$ cat src/rtl/sni_pattern_scanner.sv
// sni_pattern_scanner: slides PATTERN over each payload of a 5-packet flow and emits one summary record per flow.
// Latency: record strobe two cycles after the flow's last beat; stage 1 registers window, stage 2 compares/accumulates.
// Backpressure: none, one beat per clock; define SNI_SCAN_TCP_ONLY_EN to scan only protocol 6 packets.
module sni_pattern_scanner #(
  parameter logic [63:0] PATTERN = 64'h160301_0000000000,
  parameter int          PAT_LEN = 3
) (
  input  logic        i_clk,
  input  logic        i_rst_n,
  input  logic        i_pkt_data_valid,
  input  logic [63:0] i_pkt_data,
  input  logic [7:0]  i_pkt_len,
  input  logic [2:0]  i_pkt_num,
  input  logic [7:0]  i_pkt_protocol,
  input  logic [5:0]  i_pkt_cycle_cnt,
  input  logic [7:0]  i_flow_id,
  output logic        o_match_valid,
  output logic [7:0]  o_match_flow_id,
  output logic        o_match_hit,
  output logic [4:0]  o_match_pkt_mask,
  output logic [7:0]  o_match_cnt,
  output logic [2:0]  o_match_first_pkt,
  output logic [7:0]  o_match_first_off
);

  localparam int WIN_BYTES = 15;

  typedef enum logic [1:0] {IDLE, SCAN, FLUSH, REPORT} state_t;

  typedef struct packed {
    logic         vld;
    logic [2:0]   pkt;
    logic [7:0]   base;
    logic [14:0]  bvld;
    logic [119:0] win;
  } beat_t;

  typedef struct packed {
    logic [4:0] mask;
    logic [7:0] cnt;
    logic       first_vld;
    logic [2:0] first_pkt;
    logic [7:0] first_off;
  } acc_t;

  state_t      state, state_nxt;

  logic        pkt_active;
  logic [2:0]  cur_pkt;
  logic [2:0]  exp_pkt;
  logic [5:0]  nxt_beat;
  logic        pkt_scan;
  logic [7:0]  len_q;
  logic [55:0] prev_tail;
  logic [7:0]  flow_q;

  logic        flow_start;
  logic        seq_start;
  logic        beat_acc;
  logic        last_beat;
  logic        proto_ok;
  logic [7:0]  len_eff;
  logic [7:0]  base;
  logic [7:0]  byte_off;
  logic [14:0] bvld;

  beat_t       s1;
  acc_t        acc, acc_nxt;
  logic [7:0]  match;
  logic [3:0]  hit_cnt;
  logic [2:0]  first_a;
  logic [8:0]  cnt_sum;

`ifdef SNI_SCAN_TCP_ONLY_EN
  assign proto_ok = (i_pkt_protocol == 8'd6);
`else
  logic unused_proto;
  assign proto_ok     = 1'b1;
  assign unused_proto = ^i_pkt_protocol;
`endif

  assign flow_start = i_pkt_data_valid && (i_pkt_cycle_cnt == 6'd1) && (i_pkt_num == 3'd0);
  assign seq_start  = (state == SCAN) && i_pkt_data_valid && (i_pkt_cycle_cnt == 6'd1)
                      && (i_pkt_num == exp_pkt) && (i_pkt_num < 3'd5) && !flow_start;
  assign beat_acc   = (state == SCAN) && pkt_active && i_pkt_data_valid
                      && (i_pkt_cycle_cnt == nxt_beat) && (i_pkt_num == cur_pkt);
  assign last_beat  = beat_acc && (i_pkt_cycle_cnt == 6'd32) && (cur_pkt == 3'd4);
  assign len_eff    = (i_pkt_cycle_cnt == 6'd2) ? i_pkt_len : len_q;
  assign base       = {i_pkt_cycle_cnt[4:0], 3'b000} - 8'd16;

  // Window byte j holds payload offset base+j-7; bytes 0..6 come from the previous beat.
  always_comb begin
    byte_off = '0;
    bvld     = '0;
    for (int j = 0; j < WIN_BYTES; j++) begin
      byte_off = base + 8'(j) - 8'd7;
      bvld[j]  = (byte_off < len_eff) && ((j >= 7) || (i_pkt_cycle_cnt != 6'd2));
    end
  end

  always_ff @(posedge i_clk) begin
    if (!i_rst_n) begin
      pkt_active <= 1'b0;
      cur_pkt    <= '0;
      exp_pkt    <= '0;
      nxt_beat   <= '0;
      pkt_scan   <= 1'b0;
      len_q      <= '0;
      prev_tail  <= '0;
      flow_q     <= '0;
      s1         <= '0;
    end else begin
      s1.vld <= beat_acc && pkt_scan;
      if (beat_acc) begin
        s1.pkt    <= cur_pkt;
        s1.base   <= base;
        s1.bvld   <= bvld;
        s1.win    <= {prev_tail, i_pkt_data};
        prev_tail <= i_pkt_data[55:0];
        nxt_beat  <= nxt_beat + 6'd1;
        if (i_pkt_cycle_cnt == 6'd2) len_q <= i_pkt_len;
        if (i_pkt_cycle_cnt == 6'd32) pkt_active <= 1'b0;
      end else if (flow_start || seq_start) begin
        pkt_active <= 1'b1;
        cur_pkt    <= i_pkt_num;
        exp_pkt    <= i_pkt_num + 3'd1;
        nxt_beat   <= 6'd2;
        pkt_scan   <= proto_ok;
      end else begin
        pkt_active <= 1'b0;
      end
      if (flow_start) flow_q <= i_flow_id;
    end
  end

  always_comb begin
    match = '0;
    for (int a = 0; a < 8; a++) begin
      match[a] = 1'b1;
      for (int k = 0; k < PAT_LEN; k++) begin
        if (!s1.bvld[8 + a - PAT_LEN + k] ||
            (s1.win[8*(14 - (8 + a - PAT_LEN + k)) +: 8] != PATTERN[8*(7 - k) +: 8]))
          match[a] = 1'b0;
      end
    end
  end

  always_comb begin
    hit_cnt = '0;
    first_a = '0;
    for (int a = 7; a >= 0; a--) begin
      hit_cnt = hit_cnt + {3'b000, match[a]};
      if (match[a]) first_a = 3'(a);
    end
  end

  // Packets arrive in order and beats in offset order, so the first hit seen is the first match.
  always_comb begin
    acc_nxt = acc;
    cnt_sum = {1'b0, acc.cnt} + {5'b00000, hit_cnt};
    if (s1.vld && (match != 8'd0)) begin
      acc_nxt.mask = acc.mask | (5'b00001 << s1.pkt);
      acc_nxt.cnt  = cnt_sum[8] ? 8'hFF : cnt_sum[7:0];
      if (!acc.first_vld) begin
        acc_nxt.first_vld = 1'b1;
        acc_nxt.first_pkt = s1.pkt;
        acc_nxt.first_off = s1.base + {5'b00000, first_a} - 8'(PAT_LEN - 1);
      end
    end
  end

  always_ff @(posedge i_clk) begin
    if (!i_rst_n) begin
      acc               <= '0;
      o_match_valid     <= 1'b0;
      o_match_flow_id   <= '0;
      o_match_hit       <= 1'b0;
      o_match_pkt_mask  <= '0;
      o_match_cnt       <= '0;
      o_match_first_pkt <= '0;
      o_match_first_off <= '0;
    end else begin
      acc           <= flow_start ? '0 : acc_nxt;
      o_match_valid <= (state == FLUSH);
      if (state == FLUSH) begin
        o_match_flow_id   <= flow_q;
        o_match_hit       <= |acc_nxt.mask;
        o_match_pkt_mask  <= acc_nxt.mask;
        o_match_cnt       <= acc_nxt.cnt;
        o_match_first_pkt <= acc_nxt.first_pkt;
        o_match_first_off <= acc_nxt.first_off;
      end
    end
  end

  always_ff @(posedge i_clk) begin
    if (!i_rst_n) state <= IDLE;
    else          state <= state_nxt;
  end

  // A new flow may start while the previous one drains; the record is captured independently.
  always_comb begin
    state_nxt = state;
    unique case (state)
      IDLE:    if (flow_start) state_nxt = SCAN;
      SCAN:    if (last_beat)  state_nxt = FLUSH;
      FLUSH:   state_nxt = flow_start ? SCAN : REPORT;
      REPORT:  state_nxt = flow_start ? SCAN : IDLE;
      default: state_nxt = IDLE;
    endcase
  end

endmodule

$ cat config.mk
export PLATFORM = sky130hd
export DESIGN_NAME = sni_pattern_scanner
export DESIGN_NICKNAME = d
export VERILOG_FILES = /design/src/rtl/sni_pattern_scanner.sv
export SDC_FILE = /design/constraint.sdc
export NUM_CORES = 1
export LEC_CHECK = 0
export ABC_AREA = 1
export CAP_MARGIN = 5
export CORE_ASPECT_RATIO = 0.9
export CORE_MARGIN = 5
export CORE_UTILIZATION = 57
export DETAILED_ROUTE_END_ITERATION = 6
export PLACE_DENSITY = 0.83
export SETUP_SLACK_MARGIN = 0.05
export SYNTH_ARGS = -nofsm -noshare
export SYNTH_HDL_FRONTEND = slang
export SYNTH_SLANG_ARGS = --single-unit
$ cat constraint.sdc
create_clock -name i_clk -period 5.9 [get_ports i_clk]
set_input_delay 1.18 -clock i_clk [delete_from_list [all_inputs] [get_ports i_clk]]
set_output_delay 1.18 -clock i_clk [all_outputs]
set_load 0.05 [all_outputs]
## Word-level counts from Yosys, hierarchy flattened

Index checks and enable logic that the tools add are counted.

- Add/sub/neg operators: 42
- $mul: 0
- Divide/modulo/power cells: 0
- Order comparisons: 16
- Equality and inequality tests: 38
- Shift-type cells: 1
- Multiplexer cells: 46
- Bitwise operators: 3
- Reductions and logical operators: 66

Operators by type and width:

| operator | count |
|---|---|
| 8-bit less-than comparator | 15 |
| 8-bit by 3-bit subtractor with 8-bit output (second input constant) | 15 |
| 8-bit by 1-bit != test with 1-bit output (second input constant) | 8 |
| 8-bit by 2-bit != test with 1-bit output (second input constant) | 8 |
| 8-bit by 5-bit != test with 1-bit output (second input constant) | 8 |
| 8-bit by 4-bit adder with 8-bit output (second input constant) | 7 |
| 8-bit by 3-bit adder with 8-bit output (second input constant) | 4 |
| 1-bit 2-to-1 mux | 28 |
| 1-bit logical OR | 25 |
| 25-bit 2-to-1 mux | 1 |
| 3-bit 2-to-1 mux | 8 |
| 1-bit logical AND | 22 |
| 4-bit by 1-bit adder with 4-bit output | 4 |
| 8-bit by 2-bit adder with 8-bit output (second input constant) | 2 |
| 8-bit 2-to-1 mux | 2 |
| 6-bit 2-to-1 mux | 2 |
| 1-bit zero test | 11 |
| 11-bit 2-to-1 mux | 1 |
| 8-bit by 4-bit adder with 9-bit output | 1 |
| 8-bit by 1-bit adder with 8-bit output (second input constant) | 1 |
| 8-bit by 3-bit adder with 8-bit output | 1 |
| 2-bit one-hot mux with 4 select lines | 1 |
| 8-bit nonzero test | 1 |
| 8-bit by 2-bit subtractor with 8-bit output (second input constant) | 1 |
| 28 further kinds | 35 |

- Register bits: 214
- Latch bits: 0
- Memory bits (writable): 0
- Bits in read-only memories: 0
- Bits of input ports: 100
- Logic and storage cells: 238
- Memories kept: 0

## Depth between registers and ports, before layout

- Depth after elaboration: 18
- Gate-level depth with buffers: 22

## Worst setup path before layout

OpenSTA, ideal clock, no wires.

- Kind: flip-flop to flip-flop
- From: reg s1[58] (netlist name)
- To: reg o_match_cnt[6]
- Setup time: 0.056 ns
- Arrival time: 3.661 ns
- Required time: 5.844 ns
- Setup slack: 2.184 ns
- Stages on the path, launching flop included: 20
- Cells stage by stage: dfxtp_1 > nor2_2 > nand2_2 > nor3_1 > nand2_1 > fa_1 > fa_1 > fa_1 > fa_1 > inv_1 > fa_1 > nand3_1 > and2_1 > nor2_1 > inv_1 > nand3_1 > nand3_1 > nand3_1 > nand2_1 > inv_1

- Word-level cells in the longest chain between the ends: 11

RTL lines:

| element | RTL line | source |
|---|---|---|
| from (decl) | 67 | `beat_t s1;` |
| 8-bit by 5-bit != test with 1-bit output | 142 | `(s1.win[8*(14 - (8 + a - PAT_LEN + k)) +: 8] != PATTERN[8*(7 - k) +: 8]))` |
| 1-bit logical OR | 141 | `if (!s1.bvld[8 + a - PAT_LEN + k] \|\|` |
| 1-bit 2-to-1 mux (3 in series) | 141 |  |
| 4-bit by 1-bit adder with 4-bit output (3 in series) | 152 | `hit_cnt = hit_cnt + {3'b000, match[a]};` |
| 8-bit by 4-bit adder with 9-bit output | 160 | `cnt_sum = {1'b0, acc.cnt} + {5'b00000, hit_cnt};` |
| 8-bit 2-to-1 mux | 163 | `acc_nxt.cnt = cnt_sum[8] ? 8'hFF : cnt_sum[7:0];` |
| 25-bit 2-to-1 mux (*) | 161 | `if (s1.vld && (match != 8'd0)) begin` |
| to (signal assigned) | 189 | `o_match_cnt <= acc_nxt.cnt;` |
| to (decl) | 21 | `output logic [7:0] o_match_cnt,` |

Every way passes the cells marked *; elsewhere a longest branch is shown, timed or not.
A chain may end at the register's enable or synchronous reset.

## Worst setup path after layout

- From: reg s1[126] (netlist name)
- To: reg o_match_cnt[6]

- Word-level cells in the longest chain between the ends: 10

RTL lines:

| element | RTL line |
|---|---|
| 1-bit zero test (*) | 141 |
| 1-bit logical OR | 141 |
| 1-bit 2-to-1 mux (3 in series) | 141 |
| 4-bit by 1-bit adder with 4-bit output (2 in series) | 152 |
| 8-bit by 4-bit adder with 9-bit output | 160 |
| 8-bit 2-to-1 mux | 163 |
| 25-bit 2-to-1 mux (*) | 161 |

Marked as above.

==> flow_summary.toml <==
[cells_and_area]
final_nets = 1678
diodes = 0
drive_above_1_share_pct = 5.59
multiInputGateArea_um2 = 5020
nFillCells = 1454
ff_latch_area_um2 = 3800
syn_to_final_growth_pct = 20.0
final_cells = 1768

[floorplan]
initial_core_util_pct = 58.0
coreArea_um2 = 16800
placementRows = 45
pin_count = 134
chipWidth_um = 148
die-area_um2 = 19900
die_h_um = 134

[global_routing]
grt_pass1_vias = 8855
grt_pass1_wl_um = 42400
grt-ovfl-total = 0
grt_max_degree = 74
grt_antenna_before_repair = 0
grt_usage_pct = 25.7

[logic_synthesis]
ys.flop_type = "dfxtp_1"
synth_edf_count = 0
avgSynthCellArea_um2 = 6.75
synth_warnings = 0
synth_cell_types = 45
syn_inst = 1448
yosysSeqAreaShare_pct = 38.9
syn_area_um2 = 9770
synth_nets = 1582
ys_ff_latch = 190
async_reset_ff_share_pct = 0

[timing]
worst_pin_slew_ns = 1.11
fin_skew_ns = 0.0107
final-setup-viol-count = 0
fmax_mhz = 234
tns_ns = 0
rsz0062_at_grt = "no"
slew_viol_final = 0
min_period_ns = 4.28
post-route-period-util_pct = 72.5
hold_viol_final = 0
slew_headroom_pct = 25.7

[worst_setup_path]
startpoint_type = "register"
critPathArrivalTime_ns = 4.65
worstSetupPathType = "register to register"
reg2reg_slack_ns = 1.62
end_kind = "register"
required_ns = 6.28
crit_fanout = 5

[power_and_ir_drop]
p_int_mw = 2.07
clockPowerShare_pct = 44.8
swShare_pct = 23.5
p_seq_share_pct = 47.8
power.density_nw_per_um2 = 231
p_leak_nw = 4.92
p_sw_mw = 0.637
combPwrFrac_pct = 7.5
irDropWorstVdd_mv = 0.195

[detailed_routing]
post_drt_wl_per_cell_um = 14.7
ant_nets = 0
firstDrtPassIters = 6
routed_wl_um = 26000
drtIter0Drc = 789
drc = 0
vias = 9674
vias_per_cell = 5.47

[worst_hold_path]
hold_path.class = "register to register"

[run]
drv_cap = 0

[clock_tree]
cts_buffers = 17
cts.repair.resized = 0
cts_max_path_buffers = 2
post_cts_buffers = 0
h-tree-depth = 4
insertion_delay_ns = 0.43
cts_hold_buf = 0
cts_num_sinks = 190
tritoncts = "yes"
root_buffer = "clkbuf_16"
clk_pin_slew_ns = 0.07

[placed_design]
dpl.hpwl_um = 18600
io_buffer_count = 125
dp_cells = 1736
place.gp.congestion = 0.931

[run_status]
outcome = "completed"
[layout by cell type (no fill, tap or decap), types with 2 or more instances in the layout]
cell,instances
inv_2,13
nor2_4,2
nand3_1,63
nand2_1,238
clkinv_1,2
clkinvlp_4,2
o22ai_1,5
a211oi_1,4
nor2_1,254
bufinv_16,3
buf_4,5
or2_2,3
xor2_1,8
clkdlybuf4s50_1,124
inv_6,5
nand2_4,3
o211ai_1,10
dfxtp_1,190
a31oi_1,3
o21ai_0,149
xnor2_1,8
nand4_1,28
nor2_2,13
a21oi_1,108
clkbuf_16,17
o21bai_1,2
o21ai_1,5
fa_1,5
nand2_2,9
inv_1,180
and2_1,2
nor3_1,28
o21ai_2,4
ha_1,29
nor4_1,16
[through the flow]
stage | cell area, um2 | hold slack, ns | total power, mW | utilization, % | worst slack, ns
2_1_floorplan | 9770 | 0.419 | 1.42 | - | 2.18
5_1_grt | 11700 | 0.471 | 2.79 | 69.7 | 1.35
3_3_place_gp | 11100 | 0.433 | 1.52 | 66.0 | 1.41
6_report | 11700 | 0.455 | 2.71 | 69.7 | 1.62
4_1_cts | 11700 | 0.454 | 2.72 | 69.7 | 1.65
3_5_place_dp | 11100 | 0.439 | 1.52 | 66.0 | 1.32
[path summary, 6_finish.rpt]
path	from	endpoint	cells past startpoint
min	len_q[1]	len_q[1]	2
max	s1[126]	o_match_cnt[6]	20
min reg2reg	len_q[1]	len_q[1]	2
max reg2reg	s1[126]	o_match_cnt[6]	20
[routing by layer]
metal / track usage [%] / share of wire [%]
met5: 0 / 0
met4: 6.72 / 1.3
met3: 5.71 / 7.4
met2: 40.6 / 46
met1: 35.9 / 46
[layout make-up]
cell class,instances,share of cell area (%)
clock inverter,13,1.48
sequential,190,32.4
timing repair buffer,129,10.9
clock buffer,19,3.78
inverter,196,6.30
tap,211,2.25
multi-input combinational,1010,42.9
[power groups by stage]
| stage | Sequential, mW | Combinational (mW) | Clock, mW |
|---|---|---|---|
| 3_5_place_dp | 1.32 | 0.200 | 0 |
| 2_1_floorplan | 1.35 | 0.0739 | 0 |
| 4_1_cts | 1.29 | 0.202 | 1.22 |
| 6_report | 1.29 | 0.203 | 1.21 |
| 5_1_grt | 1.29 | 0.219 | 1.27 |
| 3_3_place_gp | 1.32 | 0.197 | 0 |
[flip-flops by register name, indices dropped and copies added (netlist names), 2 cells and up]
name,count
s1,84
o_match_first_off,8
cur_pkt,3
exp_pkt,3
state,2
o_match_pkt_mask,5
flow_q,8
len_q,8
o_match_flow_id,8
o_match_cnt,8
nxt_beat,6
prev_tail,15
acc,25
o_match_first_pkt,3
[critical path, stage by stage, from the launching register on]
cell	delay (ns)
dfxtp_1	0.43
nand2_1	0.18
nor2_1	0.13
nand3_1	0.07
nor2_1	0.15
nand2_1	0.13
fa_1	0.49
fa_1	0.51
fa_1	0.42
fa_1	0.37
inv_1	0.09
fa_1	0.22
nand3_1	0.08
and2_1	0.20
nor2_1	0.19
inv_1	0.13
nand3_1	0.12
nand3_1	0.10
nand3_1	0.11
nand2_1	0.06
inv_1	0.04
[cells by family after synthesis]
family                   count (synthesis)  synth area share, %
AND/OR/NAND/NOR                        666                 29.3
AO/OA/AOI/OAI                          294                 15.8
buffers and inverters                  248                 9.81
flip-flops                             190                 38.9
adder cells (fa/ha/maj)                 34                 4.74
XOR/XNOR                                16                 1.43
[synthesized netlist by cell type, drive strengths merged (10+ instances only)]
cell	instances	share of area, %
nor4	16	1.0
dfxtp	190	39
nand3	64	3.3
clkbuf	46	1.8
o21ai	158	8.2
nor2	270	11
a21oi	108	5.5
nand2	250	10
nor3	29	1.5
nand4	28	1.8
inv	194	7.5
o211ai	10	0.77
ha	29	3.7
Note: power is estimated with default switching activity, not from simulation.
